### src/rtl/layer_scheduler_pkg.sv
// layer_scheduler_pkg - state encoding and control-word layout shared by the
// layer scheduler and anything that talks to its control RAM.
package layer_scheduler_pkg;

    typedef enum logic [2:0] {
        ST_IDLE,
        ST_LOAD,
        ST_ARM,
        ST_WAIT,
        ST_CLEAR,
        ST_NEXT,
        ST_FINISH
    } sched_state_t;

    // Control RAM word indices (byte address = index * 4)
    localparam int CTRL         = 0;
    localparam int PARAM1       = 2;
    localparam int PARAM2       = 3;
    localparam int KERNEL_FIRST = 4;
    localparam int KERNEL_LAST  = 12;

    // Bit positions inside the CTRL word
    localparam int START   = 0;
    localparam int DONE    = 1;
    localparam int CONV    = 2;
    localparam int MAXPOOL = 4;

    localparam int DESC_WORDS = 16;

    // CTRL word as written at ARM: kick the engine, never carry a done flag in
    function automatic logic [31:0] arm_word(input logic [31:0] desc0);
        logic [31:0] w;
        w        = desc0;
        w[START] = 1'b1;
        w[DONE]  = 1'b0;
        return w;
    endfunction

endpackage

### src/rtl/layer_scheduler.sv
// layer_scheduler - walks an accelerator through up to MAX_LAYERS layers:
// copies each layer descriptor into the control RAM, starts the engine,
// waits for its done flag, clears it and swaps the ping-pong image buffer.
// Optional build macro: SCHED_TIMEOUT_EN adds a per-layer WAIT watchdog
// that aborts the run and raises the sticky o_err.
//
// state  | meaning
// IDLE   | waiting for i_go
// LOAD   | stream descriptor words 1..15 into control words 1..15
// ARM    | write CTRL word: descriptor word 0, START set, DONE cleared
// WAIT   | poll CTRL word for DONE (first read is stale, ignored)
// CLEAR  | zero CTRL word (also the watchdog abort write)
// NEXT   | advance layer, toggle image buffer
// FINISH | one-cycle o_done
module layer_scheduler
    import layer_scheduler_pkg::*;
#(
    parameter int          MAX_LAYERS  = 16,
    parameter logic [23:0] TIMEOUT_CYC = 24'hFFFFFF
) (
    input  logic        i_clk,
    input  logic        i_rst,
    input  logic        i_go,
    input  logic [4:0]  i_num_layers,
    output logic [7:0]  o_desc_addr,
    input  logic [31:0] i_desc_data,
    output logic [5:0]  o_ctrl_addr,
    output logic        o_ctrl_we,
    output logic [31:0] o_ctrl_data,
    input  logic [31:0] i_ctrl_data,
    output logic        o_buf_sel,
    output logic        o_busy,
    output logic [3:0]  o_layer,
    output logic        o_done,
    output logic        o_err
);

    localparam logic [4:0] MAX_L     = 5'(MAX_LAYERS);
    localparam logic [5:0] CTRL_BYTE = 6'(CTRL * 4);

    sched_state_t state, state_nxt;
    logic [4:0]   layer_cnt;
    logic [4:0]   num_lyr;
    logic [4:0]   go_layers;
    logic [3:0]   word_cnt;
    logic         first_wait;
    logic         buf_sel;
    logic         done_seen;
    logic         wd_hit;
    logic         abort_run;
    logic         unused_ctrl;

    assign go_layers   = (i_num_layers > MAX_L) ? MAX_L : i_num_layers;
    assign done_seen   = ~first_wait & i_ctrl_data[DONE];
    assign unused_ctrl = ^{i_ctrl_data[31:DONE+1], i_ctrl_data[START]};

    assign o_busy    = (state != ST_IDLE);
    assign o_layer   = layer_cnt[3:0];
    assign o_buf_sel = buf_sel;

    // State register
    always_ff @(posedge i_clk or negedge i_rst) begin
        if (!i_rst) state <= ST_IDLE;
        else        state <= state_nxt;
    end

    // Next-state and RAM-port decode
    always_comb begin
        state_nxt   = state;
        o_desc_addr = '0;
        o_ctrl_addr = '0;
        o_ctrl_we   = 1'b0;
        o_ctrl_data = '0;
        o_done      = 1'b0;
        case (state)
            ST_IDLE: begin
                if (i_go) state_nxt = (go_layers == 5'd0) ? ST_FINISH : ST_LOAD;
            end
            ST_LOAD: begin
                // word_cnt+1 wraps to 0 on the last cycle, prefetching word 0 for ARM
                o_desc_addr = {layer_cnt[3:0], word_cnt + 4'd1};
                o_ctrl_addr = {word_cnt, 2'b00};
                o_ctrl_we   = (word_cnt != 4'd0);
                o_ctrl_data = i_desc_data;
                if (word_cnt == 4'(DESC_WORDS - 1)) state_nxt = ST_ARM;
            end
            ST_ARM: begin
                o_ctrl_addr = CTRL_BYTE;
                o_ctrl_we   = 1'b1;
                o_ctrl_data = arm_word(i_desc_data);
                state_nxt   = ST_WAIT;
            end
            ST_WAIT: begin
                o_ctrl_addr = CTRL_BYTE;
                if (done_seen || wd_hit) state_nxt = ST_CLEAR;
            end
            ST_CLEAR: begin
                o_ctrl_addr = CTRL_BYTE;
                o_ctrl_we   = 1'b1;
                state_nxt   = abort_run ? ST_IDLE : ST_NEXT;
            end
            ST_NEXT: begin
                state_nxt = ((layer_cnt + 5'd1) < num_lyr) ? ST_LOAD : ST_FINISH;
            end
            ST_FINISH: begin
                o_done    = 1'b1;
                state_nxt = ST_IDLE;
            end
            default: state_nxt = ST_IDLE;
        endcase
    end

    // Run bookkeeping: layer index, descriptor word counter, buffer select
    always_ff @(posedge i_clk or negedge i_rst) begin
        if (!i_rst) begin
            layer_cnt  <= '0;
            num_lyr    <= '0;
            word_cnt   <= '0;
            first_wait <= 1'b0;
            buf_sel    <= 1'b0;
        end else begin
            case (state)
                ST_IDLE: begin
                    if (i_go) begin
                        layer_cnt <= '0;
                        num_lyr   <= go_layers;
                        word_cnt  <= '0;
                    end
                end
                ST_LOAD: word_cnt   <= word_cnt + 4'd1;
                ST_ARM:  first_wait <= 1'b1;
                ST_WAIT: first_wait <= 1'b0;
                ST_NEXT: begin
                    layer_cnt <= layer_cnt + 5'd1;
                    buf_sel   <= ~buf_sel;
                end
                default: ;
            endcase
        end
    end

`ifdef SCHED_TIMEOUT_EN
    logic [23:0] wd_cnt;
    logic        err_q;

    // Hit on the TIMEOUT_CYC-th consecutive WAIT cycle
    assign wd_hit    = (wd_cnt == TIMEOUT_CYC - 24'd1);
    assign abort_run = err_q;
    assign o_err     = err_q;

    // Watchdog: count WAIT cycles, flag a layer that never reports done
    always_ff @(posedge i_clk or negedge i_rst) begin
        if (!i_rst) begin
            wd_cnt <= '0;
            err_q  <= 1'b0;
        end else begin
            if (state == ST_WAIT) wd_cnt <= wd_cnt + 24'd1;
            else                  wd_cnt <= '0;
            if (state == ST_IDLE && i_go)
                err_q <= 1'b0;
            else if (state == ST_WAIT && !done_seen && wd_hit)
                err_q <= 1'b1;
        end
    end
`else
    logic unused_timeout;

    assign unused_timeout = ^TIMEOUT_CYC;
    assign wd_hit         = 1'b0;
    assign abort_run      = 1'b0;
    assign o_err          = 1'b0;
`endif

endmodule

### config.mk
export PLATFORM = sky130hd
export DESIGN_NAME = layer_scheduler
export DESIGN_NICKNAME = d
export VERILOG_FILES = /design/src/rtl/layer_scheduler_pkg.sv /design/src/rtl/layer_scheduler.sv
export SDC_FILE = /design/constraint.sdc
export NUM_CORES = 1
export LEC_CHECK = 0
export BUFFER_PORTS_ARGS = -buffer_cell sky130_fd_sc_hd__buf_2
export CAP_MARGIN = 10
export CORE_MARGIN = 5
export CORE_UTILIZATION = 41
export DETAILED_ROUTE_END_ITERATION = 6
export HOLD_SLACK_MARGIN = 0.08
export PLACE_DENSITY = 0.86
export RECOVER_POWER = 25
export SLEW_MARGIN = 0
export SYNTH_ARGS = -nofsm -noshare
export SYNTH_HDL_FRONTEND = slang
export SYNTH_SLANG_ARGS = --single-unit
### constraint.sdc
create_clock -name i_clk -period 5.4 [get_ports i_clk]
set_input_delay 1.08 -clock i_clk [delete_from_list [all_inputs] [get_ports i_clk]]
set_output_delay 1.08 -clock i_clk [all_outputs]
set_load 0.01 [all_outputs]
==> results.py, run 1 <==
metrics = {
    "synth": {
        "ys_top_cells_by_count": "30 x and2_1, 23 x nand2_1, 19 x dfrtp_1, 11 x nor2_1",
        "synthTopCellsByArea": "dfrtp_1 33%, and2_1 13%, ha_1 6.0%, nand2_1 5.9%, buf_4 3.6%",
        "ys_ff_latch": 19,
        "netlist_area_um2": 1460,
        "seq_area_frac_synth_pct": 32.6,
        "synth.distinct_cells": 34,
        "netlist.top_cell.by_area": "dfrtp_1",
        "ys_warn_count": 0,
        "avgSynthCellArea_um2": 7.88,
        "synth_edf_count": 0,
        "ys.flop_type": "dfrtp_1",
        "synthArstFlopShare_pct": 100,
        "synthCells": 185,
        "synth.most_common_cell": "and2_1",
        "synth_top_area_share_pct": 32.6,
    },
    "placement": {
        "io_buffers": 92,
        "dp_hpwl_um": 3290,
        "dpl_cell_area_um2": 1890,
        "gp_congestion": 0.881,
    },
    "floorplan": {
        "die_h_um": 69.6,
        "io_pins": 127,
        "start_util_pct": 43.0,
        "die_width_um": 69.6,
        "num_rows": 21,
        "die-area_um2": 4850,
        "core-area_um2": 3390,
    },
    "global_route": {
        "globalRouteOverflowTotal": 0,
        "antenna_found_initial": 0,
        "grt_max_degree": 31,
        "grt_pass1_wl_um": 6560,
        "track_usage_pct": 16.1,
        "grt_pass1_vias": 1391,
    },
    "critical_path": {
        "r2r-end": "state[1]",
        "crit_type": "reg2out",
        "critPathSlowestCell": "dfrtp_1",
        "cp.arrival_ps": 1990,
        "crit_family": "simple AND/OR/NAND/NOR gates",
        "cp.required_ps": 4320,
        "worstPathCellList": "nor2b_1 > nand2_1 > nor2_1 > buf_2",
        "worst-r2r-setup-slack_ps": 3280,
        "critPathMaxFanout": 13,
        "reg2regPathDepth": 8,
        "setup.worst_path.start_class": "register",
        "cp_num_buf_inv": 1,
        "end_kind": "primary output",
        "cpPeakStageDelay_ps": 550,
        "r2r_start": "layer_cnt[0]",
    },
    "routing": {
        "via_per_inst": 4.71,
        "drcViolationCount": 0,
        "wl_per_cell_um": 12.9,
        "vias": 1475,
        "drt_iter0_markers": 66,
        "first_pass_iters": 4,
        "routed_wl_um": 4040,
        "drtAntennaViolNets": 0,
    },
    "worst_hold_path": {
        "hp-start": "o_buf_sel",
        "hold_class": "reg2reg",
        "holdPathEnd": "o_buf_sel",
        "hold_path_depth": 1,
    },
    "clocking": {
        "cts_made_buffers": 3,
        "cts_tree": "built",
        "cts_root_buf": "clkbuf_4",
        "clock_sinks": 19,
        "post-cts-setup-buffers": 0,
        "ctsHoldBuffers": 0,
        "ctsResizeCount": 0,
        "path_clk_slew_ps": 100,
        "cts_max_level": 1,
        "insertion_delay_ps": 300,
        "cts_buffer_depth": 2,
    },
    "job": {
        "drv_cap": 0,
    },
    "power": {
        "peakVddDrop_v": 0.000229,
        "power_density_nw_per_um2": 535,
        "p_leak_uw": 0.00113,
    },
    "final_layout": {
        "multiInputGateArea_um2": 860,
        "n_fill_cell": 333,
        "drive_gt1_share_pct": 36.0,
        "seq_area_um2": 475,
        "nets": 347,
        "syn_to_final_growth_pct": 31.3,
        "diodes": 0,
        "stdcell_area_um2": 1910,
    },
    "sta": {
        "max-slew-margin-rel_pct": 33.1,
        "clock-skew-final_ps": 4.61,
        "hold_viol": 0,
        "fin_tns_setup_ps": 0,
        "timing.final.crit_share_pct": 56.9,
        "fmax_mhz": 326,
        "tightest_slew_ps": 1000,
        "drv_slew": 0,
        "finalCriticalPeriod_ps": 3070,
        "finalSetupViolCount": 0,
        "grt_setup_unrepaired": "no",
    },
    "outcome": {
        "status": "complete, no violations",
    },
}
## worst max path at each step
stage | from | end | slack, ps | cells after the start
floorplan | i_desc_data[0] | o_ctrl_data[0] | 2970 | 2
global route | state[0] | o_desc_addr[3] | 2180 | 4
detailed placement | state[0] | o_desc_addr[0] | 2720 | 4
global placement | state[0] | o_desc_addr[3] | 2710 | 4
finish | state[0] | o_desc_addr[2] | 2330 | 4
CTS | state[0] | o_desc_addr[0] | 2370 | 4
## power breakdown
part / switching, uW / leakage [uW] / internal (uW)
sequential: 66.5 / 0.000246 / 197
combinational: 382 / 0.000869 / 305
clock: 44.2 / 0.0000150 / 28.8
total: 492 / 0.00113 / 531
## routing by layer
layer | routed length, um | part of all wire [%] | track usage, %
met1 | 1780 | 44 | 20.1
met3 | 264 | 6.5 | 4.06
met5 | 0 | 0 | 0
met4 | 81 | 2.0 | 5.74
met2 | 1910 | 47 | 26.9
## sequential cells by signal, summed over array words and instances, names as in the netlist
name / cells
o_buf_sel: 1
word_cnt: 4
layer_cnt: 5
state: 3
num_lyr: 5
first_wait: 1
## worst register-to-register path, stage by stage (launching register included)
cell      delay [ps]
dfrtp_1          460
ha_1             270
xor2_1           160
ha_1             300
a21o_1           160
a31oi_1          130
o21ai_0          160
a211oi_1         280
o21ai_1           80
## metrics by stage
step | power, uW | instances | hold WS [ps] | util, % | worst slack [ps]
floorplan | 732 | 187 | 450 | - | 2970
global placement | 939 | 309 | 458 | 55.8 | 2710
detailed placement | 957 | 309 | 468 | 55.8 | 2720
CTS | 1030 | 313 | 490 | 56.6 | 2370
global route | 1130 | 313 | 509 | 56.5 | 2180
finish | 1020 | 313 | 490 | 56.5 | 2330
## cell type report
type / count / share of cell area [%]
tap: 46 / 3.01
clock buffer: 4 / 1.37
timing repair buffer: 93 / 24.3
multi-input combinational: 143 / 44.9
inverter: 8 / 1.57
sequential: 19 / 24.8
## cell families (layout without fill, tap and decap cells)
kind of cell,count (synthesis),in the layout,share of synthesized area [%]
AND/OR/NAND/NOR,95,95,34.8
multiplexers,2,2,1.46
XOR/XNOR,6,6,3.61
buffers and inverters,25,105,8.93
AO/OA/AOI/OAI,30,30,12.4
adder cells (fa/ha/maj),7,7,6.01
other,1,3,0.257
flip-flops,19,19,32.6
## layout by cell type (no fill, tap or decap)
cell type / n
and2_1: 30
mux2_2: 1
clkbuf_4: 3
o21ai_0: 7
nand2_1: 23
o211ai_1: 1
nor2b_1: 2
conb_1: 3
ha_1: 7
nand3_1: 8
nand2b_1: 6
or3_1: 2
a21oi_1: 6
a211oi_1: 1
clkbuf_1: 3
a31oi_1: 2
xor2_1: 2
nor3b_1: 1
buf_2: 90
o21ai_1: 4
buf_4: 1
xnor2_1: 4
o31ai_1: 2
and3_1: 8
nor2_1: 11
nand3b_1: 1
o21a_1: 1
a21boi_0: 1
nor3_1: 1
mux2i_1: 1
and2_4: 1
a21o_1: 5
or4b_1: 1
dfrtp_1: 19
inv_1: 8
(Power assumes the default switching activity.)
==> inputs of run 2 (changes only) <==
ABC_AREA = 1   (was not set)
CORE_UTILIZATION = 39   (was 41)
PLACE_DENSITY = 0.81   (was 0.86)
clock period = 2.88 ns   (was 5.4 ns; I/O delays follow)
==> run 2 against run 1 <==
Register-to-register slack worse by 2300 ps; flip-flop and latch count stayed put; critical path depth increased by 1; via count grew 8.7%; total power up 86%; clock power grew to 2.6 times the previous value; sequential power rose by 71%; utilization shrank 3.1 points; non-clock buffer count fell by 1; cell count rose by 18%.
==> results.py, run 2 <==
metrics = {
    "floorplan": {
        "die-area_um2": 5240,
        "core-area_um2": 3720,
        "die_h_um": 72.4,
        "io_pins": 127,
        "die_width_um": 72.4,
        "start_util_pct": 40.9,
        "num_rows": 22,
    },
    "worst_hold_path": {
        "hold_class": "in2async",
    },
    "job": {
        "drv_cap": 0,
    },
    "global_route": {
        "track_usage_pct": 14.5,
        "grt_pass1_vias": 1425,
        "antenna_found_initial": 0,
        "globalRouteOverflowTotal": 0,
        "grt_pass1_wl_um": 6150,
        "grt_max_degree": 31,
    },
    "routing": {
        "drt_iter0_markers": 33,
        "vias": 1604,
        "first_pass_iters": 4,
        "wl_per_cell_um": 10.6,
        "wl_met2_um": 1740,
        "wl_met1_um": 1640,
        "via_per_inst": 4.34,
        "routed_wl_um": 3920,
        "dr_wl_met3_um": 492,
        "drtAntennaViolNets": 0,
        "routed.top_layer": "met4",
        "drcViolationCount": 0,
    },
    "clocking": {
        "ctsHoldBuffers": 0,
        "cts_tree": "built",
        "cts_buffer_depth": 2,
        "cts_max_level": 1,
        "path_clk_slew_ps": 70,
        "ctsResizeCount": 0,
        "clock_sinks": 19,
        "insertion_delay_ps": 260,
        "cts_made_buffers": 3,
        "cts_root_buf": "clkbuf_8",
        "post-cts-setup-buffers": 0,
    },
    "critical_path": {
        "critPathLaunch": "state[0]",
        "r2r-end": "state[1]",
        "r2r_start": "layer_cnt[0]",
        "reg2regPathDepth": 11,
        "end_kind": "primary output",
        "cp.required_ps": 2300,
        "cp.arrival_ps": 1770,
        "critPathMaxFanout": 30,
        "setup.worst_path.start_class": "register",
        "endpoint": "o_ctrl_data[11]",
        "worst-r2r-setup-slack_ps": 930,
        "crit_type": "reg2out",
    },
    "synth": {
        "avgSynthCellArea_um2": 6.44,
        "netlist.top_cell.by_area": "dfrtp_1",
        "synth_top_area_share_pct": 31.3,
        "synth_edf_count": 0,
        "ys_warn_count": 0,
        "ys_ff_latch": 19,
        "synth-compound-area-share_pct": 6.01,
        "synth.distinct_cells": 26,
        "synthTopCellsByArea": "dfrtp_1 31%, inv_1 14%, nor2_1 13%, nand2_1 9.9%, ha_1 5.8%",
        "post_synth_fa_ha_maj_area_fraction_pct": 5.77,
        "ys_top_cells_by_count": "55 x inv_1, 52 x nor2_1, 40 x nand2_1, 19 x dfrtp_1, 13 x nand3_1",
        "synthMuxAreaShare_pct": 0,
        "synth_top_family_by_area": "simple AND/OR/NAND/NOR gates",
        "synth.most_common_cell": "inv_1",
        "synthCells": 236,
        "yosys.area_share.simple_pct": 33.2,
        "netlist_area_um2": 1520,
        "seq_area_frac_synth_pct": 31.3,
        "synthArstFlopShare_pct": 100,
        "synth-xor-area-share_pct": 2.31,
        "ys.flop_type": "dfrtp_1",
    },
    "sta": {
        "timing.final.crit_share_pct": 81.5,
        "grt_setup_unrepaired": "no",
        "hold_viol": 0,
        "fmax_mhz": 426,
        "tightest_slew_ps": 1000,
        "drv_slew": 0,
        "finalCriticalPeriod_ps": 2350,
        "fin_tns_setup_ps": 0,
        "finalSetupViolCount": 0,
        "clock-skew-final_ps": 3.00,
        "max-slew-margin-rel_pct": 33.1,
    },
    "final_layout": {
        "drive_gt1_share_pct": 32.3,
        "multiInputGateArea_um2": 719,
        "n_fill_cell": 365,
        "final_cell_mix": "91 x buf_2, 55 x inv_1, 53 x nor2_1",
        "diodes": 0,
        "largestRegisters": "layer_cnt (5), num_lyr (5), word_cnt (4)",
        "seq_area_um2": 475,
        "syn_to_final_growth_pct": 30.6,
        "fin_cells": 370,
        "nets": 402,
        "fin_util_pct": 53.4,
        "final_common_cell": "buf_2",
    },
    "power": {
        "peakVddDrop_v": 0.000547,
        "power.total_uw": 1900,
        "comb_power_share_pct": 66.4,
        "power_density_nw_per_um2": 958,
        "swShare_pct": 51.3,
        "p_clk_share_pct": 9.9,
        "p_int_uw": 925,
        "p_switching_uw": 975,
        "p_seq_share_pct": 23.7,
        "p_leak_uw": 0.00134,
    },
    "outcome": {
        "status": "complete, no violations",
    },
    "placement": {
        "io_buffers": 92,
        "gp_congestion": 0.795,
        "dp_hpwl_um": 3160,
        "dp.cells": 366,
    },
}
run 2: kinds of logic (layout without fill, tap and decap cells):
group | after synthesis | in the layout
DFF | 19 | 19
xor gates and xnor gates | 4 | 4
adders and majority gates | 7 | 7
AOI/OAI and AO/OA | 17 | 17
buffers and inverters | 72 | 156
other | 1 | 3
and+or+nand+nor | 116 | 116
run 2: worst min path at each step:
stage | startpoint | end | slack [ps]
4_1_cts | i_rst | num_lyr[0] | 250
5_1_grt | o_buf_sel | o_buf_sel | 490
2_1_floorplan | i_rst | first_wait | 280
6_report | i_rst | word_cnt[1] | 460
3_5_place_dp | o_buf_sel | o_buf_sel | 460
3_3_place_gp | num_lyr[0] | num_lyr[0] | 460
run 2: through the flow:
stage / hold slack [ps] / worst slack, ps / instance area (um^2)
final: 463 / 533 / 1980
after global routing: 494 / 362 / 1980
after CTS: 255 / 497 / 2000
after detailed placement: 459 / 783 / 1950
after global placement: 465 / 827 / 1950
after floorplan: 280 / 1150 / 1530
run 2: power groups by stage:
| stage | Sequential (uW) | Combinational (uW) | Clock, uW |
|---|---|---|---|
| after floorplan | 425 | 963 | 0 |
| after global placement | 449 | 1260 | 0 |
| after detailed placement | 453 | 1290 | 0 |
| after CTS | 450 | 1300 | 193 |
| after global routing | 461 | 1460 | 204 |
| final | 451 | 1260 | 187 |
run 2: cell type report:
cell class                      count  share of cell area [%]
Multi-Input combinational cell    147                    36.3
Sequential cell                    19                    24.0
Timing Repair Buffer               92                    23.1
Inverter                           60                    11.3
Tap cell                           48                    3.03
Clock buffer                        4                    2.27
run 2: metal layers:
metal	global-route usage (%)	vias to the layer above
met1	17.2	673
met4	4.92	0
met2	25.3	75
met3	3.74	5
met5	0	-
li1	-	851
run 2: worst max-delay path, stage by stage, from the launching register on:
cell     delay, ps
dfrtp_1        490
nand3_4        260
nand2_1        120
inv_2          350
nor2_1         120
buf_2          160
==> inputs of run 3 (changes only) <==
clock period = 2.3 ns   (was 2.88 ns; I/O delays follow)
==> run 3 against run 2 <==
Count of clock-buffer cells in the layout stayed put; first-iteration DRC count is 12% lower; non-clock buffer count stayed put; cell count stayed put; worst hold slack worse by 100 ps; sequential share of layout area is 0.11 points lower; routed wire length is 2.2% lower; utilization is 0.24 points higher; critical path depth stayed put; largest power group unchanged.
==> results.py, run 3 (same netlist as run 2, synthesis figures left out) <==
metrics = {
    "global_route": {
        "grt_max_degree": 31,
        "grt_pass1_wl_um": 6110,
        "grt_pass1_vias": 1423,
        "track_usage_pct": 14.3,
        "antenna_found_initial": 0,
        "globalRouteOverflowTotal": 0,
    },
    "sta": {
        "fin_tns_setup_ps": 0,
        "finalSetupViolCount": 0,
        "timing.final.crit_share_pct": 92.0,
        "finalCriticalPeriod_ps": 2120,
        "tightest_slew_ps": 1050,
        "fmax_mhz": 473,
        "hold_viol": 0,
        "max-slew-margin-rel_pct": 30.1,
        "grt_setup_unrepaired": "no",
        "clock-skew-final_ps": 4.78,
        "drv_slew": 0,
    },
    "floorplan": {
        "start_util_pct": 40.9,
        "io_pins": 127,
        "num_rows": 22,
        "die_width_um": 72.4,
        "core-area_um2": 3720,
        "die-area_um2": 5240,
        "die_h_um": 72.4,
    },
    "final_layout": {
        "final_cell_mix": "90 x buf_2, 55 x inv_1, 52 x nor2_1",
        "nets": 402,
        "n_fill_cell": 373,
        "syn_to_final_growth_pct": 31.2,
        "diodes": 0,
        "drive_gt1_share_pct": 32.3,
        "stdcell_area_um2": 1990,
        "final_common_cell": "buf_2",
        "largestRegisters": "layer_cnt (5), num_lyr (5), word_cnt (4)",
    },
    "routing": {
        "first_pass_iters": 4,
        "drt_iter0_markers": 29,
        "wl_per_cell_um": 10.4,
        "drcViolationCount": 0,
        "routed_wl_um": 3830,
        "vias": 1612,
        "via_per_inst": 4.36,
        "drtAntennaViolNets": 0,
    },
    "placement": {
        "dpl_cell_area_um2": 1950,
        "io_buffers": 92,
        "dp_hpwl_um": 3170,
        "gp_congestion": 0.795,
    },
    "power": {
        "p_leak_uw": 0.00134,
        "peakVddDrop_v": 0.000724,
        "power_density_nw_per_um2": 1200,
    },
    "clocking": {
        "cts_made_buffers": 3,
        "post-cts-setup-buffers": 0,
        "ctsHoldBuffers": 0,
        "ctsResizeCount": 0,
        "insertion_delay_ps": 260,
        "path_clk_slew_ps": 70,
        "cts_root_buf": "clkbuf_8",
        "cts_tree": "built",
        "clock_sinks": 19,
        "cts_max_level": 1,
        "cts_buffer_depth": 2,
    },
    "outcome": {
        "status": "complete, no violations",
    },
    "critical_path": {
        "r2r-end": "state[1]",
        "worstPathCellList": "nand3_4 > nand2_1 > inv_4 > nor2_1 > buf_2",
        "cp.arrival_ps": 1660,
        "reg2regPathDepth": 11,
        "setup.worst_path.start_class": "register",
        "end_kind": "primary output",
        "crit_type": "reg2out",
        "cp_num_buf_inv": 2,
        "critPathMaxFanout": 30,
        "critPathSlowestCell": "dfrtp_1",
        "cp.required_ps": 1840,
        "cpPeakStageDelay_ps": 530,
        "r2r_start": "layer_cnt[0]",
        "crit_family": "simple AND/OR/NAND/NOR gates",
        "worst-r2r-setup-slack_ps": 350,
    },
    "worst_hold_path": {
        "hold_class": "in2async",
    },
    "job": {
        "drv_cap": 0,
    },
}
==> run 3: through the flow <==
| step | cells | power (uW) | util (%) | hold WS (ps) | setup slack, ps |
|---|---|---|---|---|---|
| global route | 370 | 2650 | 53.6 | 459 | 29.0 |
| global placement | 366 | 2140 | 52.5 | 420 | 377 |
| CTS | 370 | 2420 | 53.7 | 144 | 74.2 |
| finish | 370 | 2390 | 53.6 | 362 | 185 |
| detailed placement | 366 | 2180 | 52.5 | 426 | 353 |
| floorplan | 238 | 1740 | - | 164 | 569 |
==> run 3: power by group <==
group | internal (uW) | switching [uW]
logic | 588 | 1000
registers | 455 | 107
clock network | 123 | 111
total | 1170 | 1220
==> run 3: routing by layer <==
| metal | GRT usage, % | wire, um | vias up |
|---|---|---|---|
| li1 | - | - | 853 |
| met1 | 17.4 | 1550 | 680 |
| met2 | 24.5 | 1700 | 74 |
| met3 | 3.74 | 541 | 5 |
| met4 | 4.92 | 47 | 0 |
| met5 | 0 | 0 | - |
==> run 3: worst max path at each step <==
stage / from / end / depth (start not counted)
detailed placement: layer_cnt[0] / state[1] / 11
global placement: state[0] / o_ctrl_data[11] / 5
CTS: state[0] / o_ctrl_data[11] / 5
finish: state[0] / o_ctrl_data[11] / 5
floorplan: layer_cnt[0] / state[1] / 11
global route: state[0] / o_ctrl_data[11] / 5
==> run 3: layout make-up <==
| class | count | area, um^2 | share of cell area [%] |
|---|---|---|---|
| inverter | 60 | 228 | 11.4 |
| sequential | 19 | 475 | 23.9 |
| timing repair buffer | 92 | 458 | 23.0 |
| clock buffer | 4 | 45.0 | 2.26 |
| multi-input combinational | 147 | 727 | 36.5 |
| tap | 48 | 60.1 | 3.01 |
